$ cat config.mk
export PLATFORM = sky130hd
export DESIGN_NAME = crypto_frame_sequencer_flat
export DESIGN_NICKNAME = d
export VERILOG_FILES = /design/src/rtl/crypto_frame_sequencer_pkg.sv /design/src/rtl/crypto_frame_sequencer_if.sv /design/src/rtl/crypto_frame_sequencer_timeout_ctr.sv /design/src/rtl/crypto_frame_sequencer.sv /design/src/flat_wrapper.sv
export SDC_FILE = /design/constraint.sdc
export NUM_CORES = 1
export LEC_CHECK = 0
export BUFFER_PORTS_ARGS = -buffer_cell sky130_fd_sc_hd__buf_4
export CAP_MARGIN = 10
export CORE_MARGIN = 5
export CORE_UTILIZATION = 53
export CTS_CLUSTER_DIAMETER = 120
export DETAILED_ROUTE_END_ITERATION = 16
export PLACE_DENSITY = 0.9
export SLEW_MARGIN = 10
export SYNTH_ARGS = -nofsm -noshare
export SYNTH_HDL_FRONTEND = slang
export SYNTH_SLANG_ARGS = --single-unit
$ cat constraint.sdc
create_clock -name clk -period 2.4 [get_ports clk]
set_input_delay 0.24 -clock clk [delete_from_list [all_inputs] [get_ports clk]]
set_output_delay 0.24 -clock clk [all_outputs]
set_load 0.01 [all_outputs]
$ cat src/rtl/crypto_frame_sequencer_pkg.sv
// Shared types and constants for the crypto frame sequencer.
package crypto_pkg;

  localparam int BYTE_W = 8;

  localparam logic [BYTE_W-1:0] CMD_ENC_DEF = 8'h45;
  localparam logic [BYTE_W-1:0] CMD_DEC_DEF = 8'h44;

  localparam logic [2:0] ST_IDLE     = 3'd0;
  localparam logic [2:0] ST_GET_KEY  = 3'd1;
  localparam logic [2:0] ST_GET_DATA = 3'd2;
  localparam logic [2:0] ST_COMPUTE  = 3'd3;
  localparam logic [2:0] ST_SEND     = 3'd4;

  typedef enum logic [2:0] {
    S_IDLE     = ST_IDLE,
    S_GET_KEY  = ST_GET_KEY,
    S_GET_DATA = ST_GET_DATA,
    S_COMPUTE  = ST_COMPUTE,
    S_SEND     = ST_SEND
  } seq_state_t;

  // The idle timeout only runs while a frame is partially received.
  function automatic logic waits_for_byte(seq_state_t s);
    return (s == S_GET_KEY) || (s == S_GET_DATA);
  endfunction

endpackage

$ cat src/rtl/crypto_frame_sequencer_if.sv
// Byte-stream, cipher and result-sink signals bundled for the sequencer.
interface crypto_frame_sequencer_if;
  import crypto_pkg::*;

  logic              rx_valid;
  logic [BYTE_W-1:0] rx_data;

  logic              cph_sel;
  logic [BYTE_W-1:0] cph_in;
  logic [BYTE_W-1:0] cph_key;
  logic [BYTE_W-1:0] cph_out;

  logic              tx_valid;
  logic [BYTE_W-1:0] tx_data;
  logic              tx_ready;

  // Sequencer side
  modport master (
    input  rx_valid, rx_data, cph_out, tx_ready,
    output cph_sel, cph_in, cph_key, tx_valid, tx_data
  );

  // Environment side: byte source, cipher core and byte sink
  modport slave (
    output rx_valid, rx_data, cph_out, tx_ready,
    input  cph_sel, cph_in, cph_key, tx_valid, tx_data
  );

endinterface

$ cat src/rtl/crypto_frame_sequencer_timeout_ctr.sv
// Clear/enable counter that flags when LIMIT consecutive enabled cycles
// have elapsed since the last clear. Holds at the terminal value.
module seq_timeout_ctr #(
  parameter int          WIDTH = 16,
  parameter int unsigned LIMIT = 1000
) (
  input  logic clk,
  input  logic rst,
  input  logic clear,
  input  logic enable,
  output logic expired
);

  localparam logic [WIDTH-1:0] LAST = WIDTH'(LIMIT - 1);

  logic [WIDTH-1:0] count;

  assign expired = (count == LAST);

  // Count enabled cycles since the last clear, saturating at LAST.
  always_ff @(posedge clk) begin
    if (rst || clear) begin
      count <= '0;
    end else if (enable && !expired) begin
      count <= count + WIDTH'(1);
    end
  end

endmodule

$ cat src/rtl/crypto_frame_sequencer.sv
// Collects command/key/data frames from a byte stream, drives the cipher
// core, and hands the result byte to a valid/ready sink.
//
// state    | meaning
// ---------+----------------------------------------------------------
// IDLE     | waiting for a command byte (ENC/DEC), others flag err_cmd
// GET_KEY  | waiting for key byte, idle timeout running
// GET_DATA | waiting for data byte, idle timeout running
// COMPUTE  | cipher inputs stable, latency counter running down
// SEND     | result held on tx_* until the sink accepts it
module crypto_frame_sequencer
  import crypto_pkg::*;
#(
  parameter logic [BYTE_W-1:0] CMD_ENC    = CMD_ENC_DEF,
  parameter logic [BYTE_W-1:0] CMD_DEC    = CMD_DEC_DEF,
  parameter int unsigned       CIPHER_LAT = 1,
  parameter int unsigned       TIMEOUT    = 1000
) (
  input  logic                     clk,
  input  logic                     rst,
  crypto_frame_sequencer_if.master bus,
  output logic                     busy,
  output logic                     err_cmd,
  output logic                     err_timeout,
  output logic                     err_overrun,
  output logic [BYTE_W-1:0]        frame_cnt
);

  localparam logic [3:0] LAT_LOAD = 4'(CIPHER_LAT);

  seq_state_t state, state_d;

  logic              sel_q, sel_d;
  logic [BYTE_W-1:0] key_q, key_d;
  logic [BYTE_W-1:0] in_q, in_d;
  logic              txv_q, txv_d;
  logic [BYTE_W-1:0] txd_q, txd_d;
  logic [BYTE_W-1:0] cnt_q, cnt_d;
  logic [3:0]        lat_q, lat_d;
  logic              err_cmd_q, err_cmd_d;
  logic              err_to_q, err_to_d;
  logic              err_ov_q, err_ov_d;

  logic to_clear;
  logic to_expired;

  // Idle counter restarts outside the receive states and on every byte.
  assign to_clear = !waits_for_byte(state) || bus.rx_valid;

  seq_timeout_ctr #(
    .WIDTH (16),
    .LIMIT (TIMEOUT)
  ) u_timeout (
    .clk     (clk),
    .rst     (rst),
    .clear   (to_clear),
    .enable  (1'b1),
    .expired (to_expired)
  );

  assign bus.cph_sel  = sel_q;
  assign bus.cph_key  = key_q;
  assign bus.cph_in   = in_q;
  assign bus.tx_valid = txv_q;
  assign bus.tx_data  = txd_q;

  assign busy        = (state != S_IDLE);
  assign err_cmd     = err_cmd_q;
  assign err_timeout = err_to_q;
  assign err_overrun = err_ov_q;
  assign frame_cnt   = cnt_q;

  // Next-state and next-register values; error pulses default low.
  always_comb begin
    state_d   = state;
    sel_d     = sel_q;
    key_d     = key_q;
    in_d      = in_q;
    txv_d     = txv_q;
    txd_d     = txd_q;
    cnt_d     = cnt_q;
    lat_d     = lat_q;
    err_cmd_d = 1'b0;
    err_to_d  = 1'b0;
    err_ov_d  = 1'b0;

    case (state)
      S_IDLE: begin
        if (bus.rx_valid) begin
          if (bus.rx_data == CMD_ENC) begin
            sel_d   = 1'b1;
            state_d = S_GET_KEY;
          end else if (bus.rx_data == CMD_DEC) begin
            sel_d   = 1'b0;
            state_d = S_GET_KEY;
          end else begin
            err_cmd_d = 1'b1;
          end
        end
      end

      S_GET_KEY: begin
        // A byte on the expiry cycle still counts; it is checked first.
        if (bus.rx_valid) begin
          key_d   = bus.rx_data;
          state_d = S_GET_DATA;
        end else if (to_expired) begin
          err_to_d = 1'b1;
          state_d  = S_IDLE;
        end
      end

      S_GET_DATA: begin
        if (bus.rx_valid) begin
          in_d    = bus.rx_data;
          lat_d   = LAT_LOAD;
          state_d = S_COMPUTE;
        end else if (to_expired) begin
          err_to_d = 1'b1;
          state_d  = S_IDLE;
        end
      end

      S_COMPUTE: begin
        if (bus.rx_valid) begin
          err_ov_d = 1'b1;
        end
        if (lat_q == 4'd0) begin
          txd_d   = bus.cph_out;
          txv_d   = 1'b1;
          state_d = S_SEND;
        end else begin
          lat_d = lat_q - 4'd1;
        end
      end

      S_SEND: begin
        if (bus.rx_valid) begin
          err_ov_d = 1'b1;
        end
        if (txv_q && bus.tx_ready) begin
          txv_d   = 1'b0;
          cnt_d   = cnt_q + 8'd1;
          state_d = S_IDLE;
        end
      end

      default: begin
        state_d = S_IDLE;
      end
    endcase
  end

  // State register.
  always_ff @(posedge clk) begin
    if (rst) begin
      state <= S_IDLE;
    end else begin
      state <= state_d;
    end
  end

  // Datapath, counters and registered error pulses.
  always_ff @(posedge clk) begin
    if (rst) begin
      sel_q     <= 1'b0;
      key_q     <= '0;
      in_q      <= '0;
      txv_q     <= 1'b0;
      txd_q     <= '0;
      cnt_q     <= '0;
      lat_q     <= '0;
      err_cmd_q <= 1'b0;
      err_to_q  <= 1'b0;
      err_ov_q  <= 1'b0;
    end else begin
      sel_q     <= sel_d;
      key_q     <= key_d;
      in_q      <= in_d;
      txv_q     <= txv_d;
      txd_q     <= txd_d;
      cnt_q     <= cnt_d;
      lat_q     <= lat_d;
      err_cmd_q <= err_cmd_d;
      err_to_q  <= err_to_d;
      err_ov_q  <= err_ov_d;
    end
  end

endmodule

$ cat src/flat_wrapper.sv
// flat-port wrapper written by rule: the top's interface ports become plain ports
module crypto_frame_sequencer_flat import crypto_pkg::*;
#(
  parameter logic [BYTE_W-1:0] CMD_ENC    = CMD_ENC_DEF,
  parameter logic [BYTE_W-1:0] CMD_DEC    = CMD_DEC_DEF,
  parameter int unsigned       CIPHER_LAT = 1,
  parameter int unsigned       TIMEOUT    = 1000
)
  (clk, rst, busy, err_cmd, err_timeout, err_overrun, frame_cnt, bus_rx_valid, bus_rx_data, bus_cph_out, bus_tx_ready, bus_cph_sel, bus_cph_in, bus_cph_key, bus_tx_valid, bus_tx_data);
  crypto_frame_sequencer_if bus_i ();
  input  logic clk;
  input  logic rst;
  output logic busy;
  output logic err_cmd;
  output logic err_timeout;
  output logic err_overrun;
  output logic [BYTE_W-1:0] frame_cnt;
  input wire logic [$bits(bus_i.rx_valid)-1:0] bus_rx_valid;
  input wire logic [$bits(bus_i.rx_data)-1:0] bus_rx_data;
  input wire logic [$bits(bus_i.cph_out)-1:0] bus_cph_out;
  input wire logic [$bits(bus_i.tx_ready)-1:0] bus_tx_ready;
  output wire logic [$bits(bus_i.cph_sel)-1:0] bus_cph_sel;
  output wire logic [$bits(bus_i.cph_in)-1:0] bus_cph_in;
  output wire logic [$bits(bus_i.cph_key)-1:0] bus_cph_key;
  output wire logic [$bits(bus_i.tx_valid)-1:0] bus_tx_valid;
  output wire logic [$bits(bus_i.tx_data)-1:0] bus_tx_data;
  assign bus_i.rx_valid = bus_rx_valid;
  assign bus_i.rx_data = bus_rx_data;
  assign bus_i.cph_out = bus_cph_out;
  assign bus_i.tx_ready = bus_tx_ready;
  assign bus_cph_sel = bus_i.cph_sel;
  assign bus_cph_in = bus_i.cph_in;
  assign bus_cph_key = bus_i.cph_key;
  assign bus_tx_valid = bus_i.tx_valid;
  assign bus_tx_data = bus_i.tx_data;
  crypto_frame_sequencer #(.CMD_ENC(CMD_ENC), .CMD_DEC(CMD_DEC), .CIPHER_LAT(CIPHER_LAT), .TIMEOUT(TIMEOUT)) u_core (.clk(clk), .rst(rst), .bus(bus_i), .busy(busy), .err_cmd(err_cmd), .err_timeout(err_timeout), .err_overrun(err_overrun), .frame_cnt(frame_cnt));
endmodule
* Yosys cells after proc, flatten, opt, wreduce, memory -nomap -nowiden
Index checks and enable logic that the tools add are counted.
Operators by class: bitwise operators 4, add/sub/neg operators 3, multiplexer cells 20, equality and inequality tests 13, reductions and logical operators 24
Operators by type and width (count):
- $mux W3 | 8
- $add A16 B1 Y16 const B | 1
- $eq A16 B10 Y1 const B | 1
- $eq A8 B7 Y1 const B | 2
- $pmux W3 S5 | 1
- $reduce_and A3 Y1 | 3
- $add A8 B1 Y8 const B | 1
- $mux W4 | 2
- $pmux W4 S2 | 1
- $reduce_and A2 Y1 | 4
- $mux W1 | 7
- $eq A3 B2 Y1 const B | 2
- $ne A2 B2 Y1 const B | 3
- $reduce_bool A2 Y1 | 3
- $reduce_or A2 Y1 | 3
- $logic_not A4 Y1 | 1
- $ne A2 B1 Y1 const B | 2
- $not A1 Y1 | 4
- $reduce_and A4 Y1 | 1
- $reduce_or A4 Y1 | 1
- $sub A4 B1 Y4 const B | 1
- $eq A3 B1 Y1 const B | 1
- $eq A3 B3 Y1 const B | 1
- $logic_not A3 Y1 | 1
- other kinds (7) | 9
Word-level totals: register bits after elaboration 60, logic and storage cells 76

* Depth between registers and ports, before layout
word-level depth 5, gate-level depth with buffers 7, mapped depth without buffers 6

* Hierarchy
From an unflattened synthesis, not the netlist that was laid out.
Unflattened totals: cell total of the unflattened synthesis 294, area, all modules 2673.8 sq um
Modules (own cells, without submodules):
- crypto_frame_sequencer | area each 1883.1 sq um, cells an instance 203, sequential area each 880.8 sq um, times used 1
- seq_timeout_ctr | area each 790.8 sq um, cells an instance 91, sequential area each 320.3 sq um, times used 1

* Least setup slack after synthesis
No wires, ideal clock.
path kind flip-flop to flip-flop, start point register u_core.u_timeout.count[0], end point register u_core.u_timeout.count[12], period minus slack after synthesis 1.829 ns, slack 0.571 ns, stages on the path, launching flop included 6, buffers on the path 0, arrival time 1.770 ns, path through dfxtp_1 ha_1 nand4_1 or4_1 or4_1 nand2_1
Between the ends: longest elaborated chain between the ends 1, elaborated cells between the ends (all ways) 2
RTL lines:
- from (decl) | line crypto_frame_sequencer_timeout_ctr.sv:16 | logic [WIDTH-1:0] count;
- from (signal assigned) | line crypto_frame_sequencer_timeout_ctr.sv:25 | count <= count + WIDTH'(1);
- $add A16 B1 Y16 or $eq A16 B10 Y1 (tied branches) | line crypto_frame_sequencer_timeout_ctr.sv:25, crypto_frame_sequencer_timeout_ctr.sv:18
Parallel ways exist; a longest one is shown, timed or not. A chain may end at the register's enable or synchronous reset.

* Worst setup path after layout
Same ends and word-level chain as after synthesis.

==> run summary <==
Seq/Total Area, Yosys: 47.5%
Total Power: 0.00197 W
Crit. Startpoint: u_core.u_timeout.count[0]$_SDFFE_PP0N_
largest net degree at the start of global routing: 47
Die H: 79.1 µm
CTS Buf Count: 9
synthesized instance count: 280
setup TNS: 0 ps
Synth area leaders: dfxtp_1, mux2i_1, nor2_1, xnor2_1, nand2_1
slowest CP cell: or4_1
DR iter-0 viols: 190
Post-Syn Area: 2530 µm²
RSZ-0062 raised after global routing: no
max-slew violation total from the final report: 0
reg-to-reg slack, setup: 400 ps
Tmin final: 2000 ps
Peak VDD IR: 402 µV
Setup Buffers After CTS: 0
top_reg_cell synth: dfxtp_1
Initial Util: 53.9%
Sequential Area: 1200 µm²
vias in the first global route: 2144
FF-to-FF End: u_core.u_timeout.count[12]$_SDFFE_PP0N_
CP required: 2680 ps
Boundary Pins: 58
first-pass GRT wire length: 9490 µm
area occupied by multi-input gates: 1240 µm²
Synth top area share: 47.5%
period utilization: 83.2%
synthesis-stage register bit count: 60
sw frac: 20.9%
clock share of power: 46.2%
Net count, final: 360
Synthesized Nets: 303
fillers: 376
critical path's largest stage delay: 590 ps
Tightest Pin Transition: 834 ps
Sw Pwr: 0.000412 W
Reg2Reg Depth: 5
Hold Crit Class: input pin to flop
clock transition at the registers of the reported paths: 60 ps
DRT Wirelength: 5590 µm
Final ANT Viol Nets: 0
Yosys Warn Count: 0
crit path kind: flop to flop
vias per inst: 5.48
crit path capture: u_core.u_timeout.count[12]$_SDFFE_PP0N_
crit-path cells: ha_1, nand4_1, or4_1, or4_1, nand2_1
core area: 4690 µm²
Post-CTS Resized: 0
die area: 6250 µm²
Chip Width: 79.1 µm
Leak: 1.25 nW
Clock Path Buffers: 2
grt ovf: 0
H-tree depth: 3
vias: 2172
detailed placement HPWL: 3910 µm
global-route total usage across every layer: 19.4%
Flop pwr share: 50.8%
CP Launch Type: flop
area delta synth->final: 26.0%
FFs w/ async S/R, synth: 0%
routed len/inst: 14.1 µm
setup violators final: 0
TritonCTS clock tree: yes
Peak Freq: 501 MHz
Fin Clk Skew: 6.97 ps
Cell Pwr Density: 618 nW/µm²
Internal: 0.00156 W
layout cells sized above 1: 23.7%
worst r2r src: u_core.u_timeout.count[0]$_SDFFE_PP0N_
WP data arrival: 2270 ps
slew margin rel.: 44.2%
clk sink count: 60
I/O Buffers: 57
Clk Latency, worst-skew pair: 330 ps
initial antenna violation count: 0
Netlist cell types: 38
status: complete, no violations
row count: 25
max_cap viols: 0
Post-synth EDFFs: 0
Hold Fails Final Rpt: 0
# diodes: 0
logic gate share of total power: 3.0%
most used cell along the critical path: or4_1
RD Place Congestion: 0.806
Post-CTS Hold Fix Bufs: 0
syn avg cell area: 9.03 µm²
drt pass-1 iters: 5
Clk Tree Root Cell: clkbuf_8
Crit. End Element: flop
# DRC: 0
CP max FO: 5
top cells by count, synth: dfxtp_1, nor2_1, nand2_1
largest area contributor in the netlist: dfxtp_1
most numerous cell in the Yosys netlist: dfxtp_1
==> area by class of cell <==
type | count | area share, %
multi-input cells | 198 | 38.9
flip-flops and latches | 60 | 37.7
repair buffers | 59 | 13.9
clock buffers | 11 | 4.75
well taps | 54 | 2.12
clock inverters | 5 | 1.57
inverters | 9 | 1.06
==> critical path, delay by kind of cell, from the launching register on <==
| family | cells | cell delay, ps |
|---|---|---|
| fa+ha+maj | 1 | 230 |
| flops | 1 | 390 |
| simple gates | 4 | 1330 |
==> sequential cells by signal, indices dropped and copies added (netlist names) <==
name and count:
u_core.u_timeout.count 16, u_core.bus.cph_in 8, u_core.bus.cph_key 8, u_core.bus.tx_data 8, u_core.frame_cnt 8, u_core.lat_q 4, u_core.state 3, u_core.bus.cph_sel 1
u_core.bus.tx_valid 1, u_core.err_cmd 1, u_core.err_overrun 1, u_core.err_timeout 1
==> cell usage in the layout, fill, tap and decap left out, types with 3 or more instances in the layout <==
cell | netlist | final
xnor2_1 | 14 | 14
nand2_1 | 30 | 30
ha_1 | 3 | 3
nand3_1 | 9 | 9
or3_1 | 6 | 6
dfxtp_1 | 60 | 60
clkbuf_8 | 0 | 11
a21oi_1 | 19 | 19
nor4_1 | 7 | 7
nor2_1 | 38 | 38
nand4_1 | 4 | 4
buf_4 | 0 | 59
inv_1 | 9 | 9
mux2i_1 | 19 | 19
clkinv_2 | 0 | 4
nor3_1 | 8 | 8
or4_1 | 7 | 7
xor2_1 | 5 | 5
o21ai_0 | 3 | 3
==> metal layers <==
metal,vias up,routed length [µm],GRT usage (%)
met4,0,80,8.25
met1,1026,2500,23.9
met5,-,0,0
li1,1087,-,-
met3,10,239,6.24
met2,49,2770,31.1
==> worst min path at each step <==
stage,startpoint,endpoint,cells after the start
3_3_place_gp,u_core.bus.cph_in[1]$_SDFFE_PP0P_,u_core.bus.cph_in[1]$_SDFFE_PP0P_,2
2_1_floorplan,bus_rx_data[0],u_core.bus.cph_in[0]$_SDFFE_PP0P_,2
3_5_place_dp,u_core.bus.cph_in[1]$_SDFFE_PP0P_,u_core.bus.cph_in[1]$_SDFFE_PP0P_,2
4_1_cts,bus_cph_out[6],u_core.bus.tx_data[6]$_SDFFE_PP0P_,3
5_1_grt,bus_cph_out[0],u_core.bus.tx_data[0]$_SDFFE_PP0P_,3
6_report,bus_cph_out[5],u_core.bus.tx_data[5]$_SDFFE_PP0P_,3
==> kinds of logic (layout without fill, tap and decap cells) <==
logic type / after synthesis / in the layout / share of synthesized area [%]
AOI/OAI and AO/OA: 30 / 30 / 6.93
muxes: 20 / 20 / 7.97
and+or+nand+nor: 126 / 126 / 26.0
adders and majority gates: 3 / 3 / 1.48
DFF: 60 / 60 / 47.5
xor gates and xnor gates: 19 / 19 / 6.58
buffers and inverters: 22 / 84 / 3.51
==> metrics by stage <==
step	instances	util [%]	instance area, µm²	hold slack [ps]	worst slack [ps]
after floorplan	280	-	2530	376	571
after global placement	380	63.6	2980	443	532
after detailed placement	380	63.6	2980	449	446
after CTS	396	67.9	3190	130	407
after global routing	396	67.9	3190	140	280
final	396	67.9	3190	141	403
==> power by group through the flow <==
stage	logic, W	registers (W)	clock network, W
2_1_floorplan	0.0000228	0.00102	0
3_3_place_gp	0.0000567	0.00102	0
3_5_place_dp	0.0000580	0.00102	0
4_1_cts	0.0000586	0.00100	0.000925
5_1_grt	0.0000634	0.000999	0.000974
6_report	0.0000587	0.00100	0.000909
(Power assumes the default switching activity.)
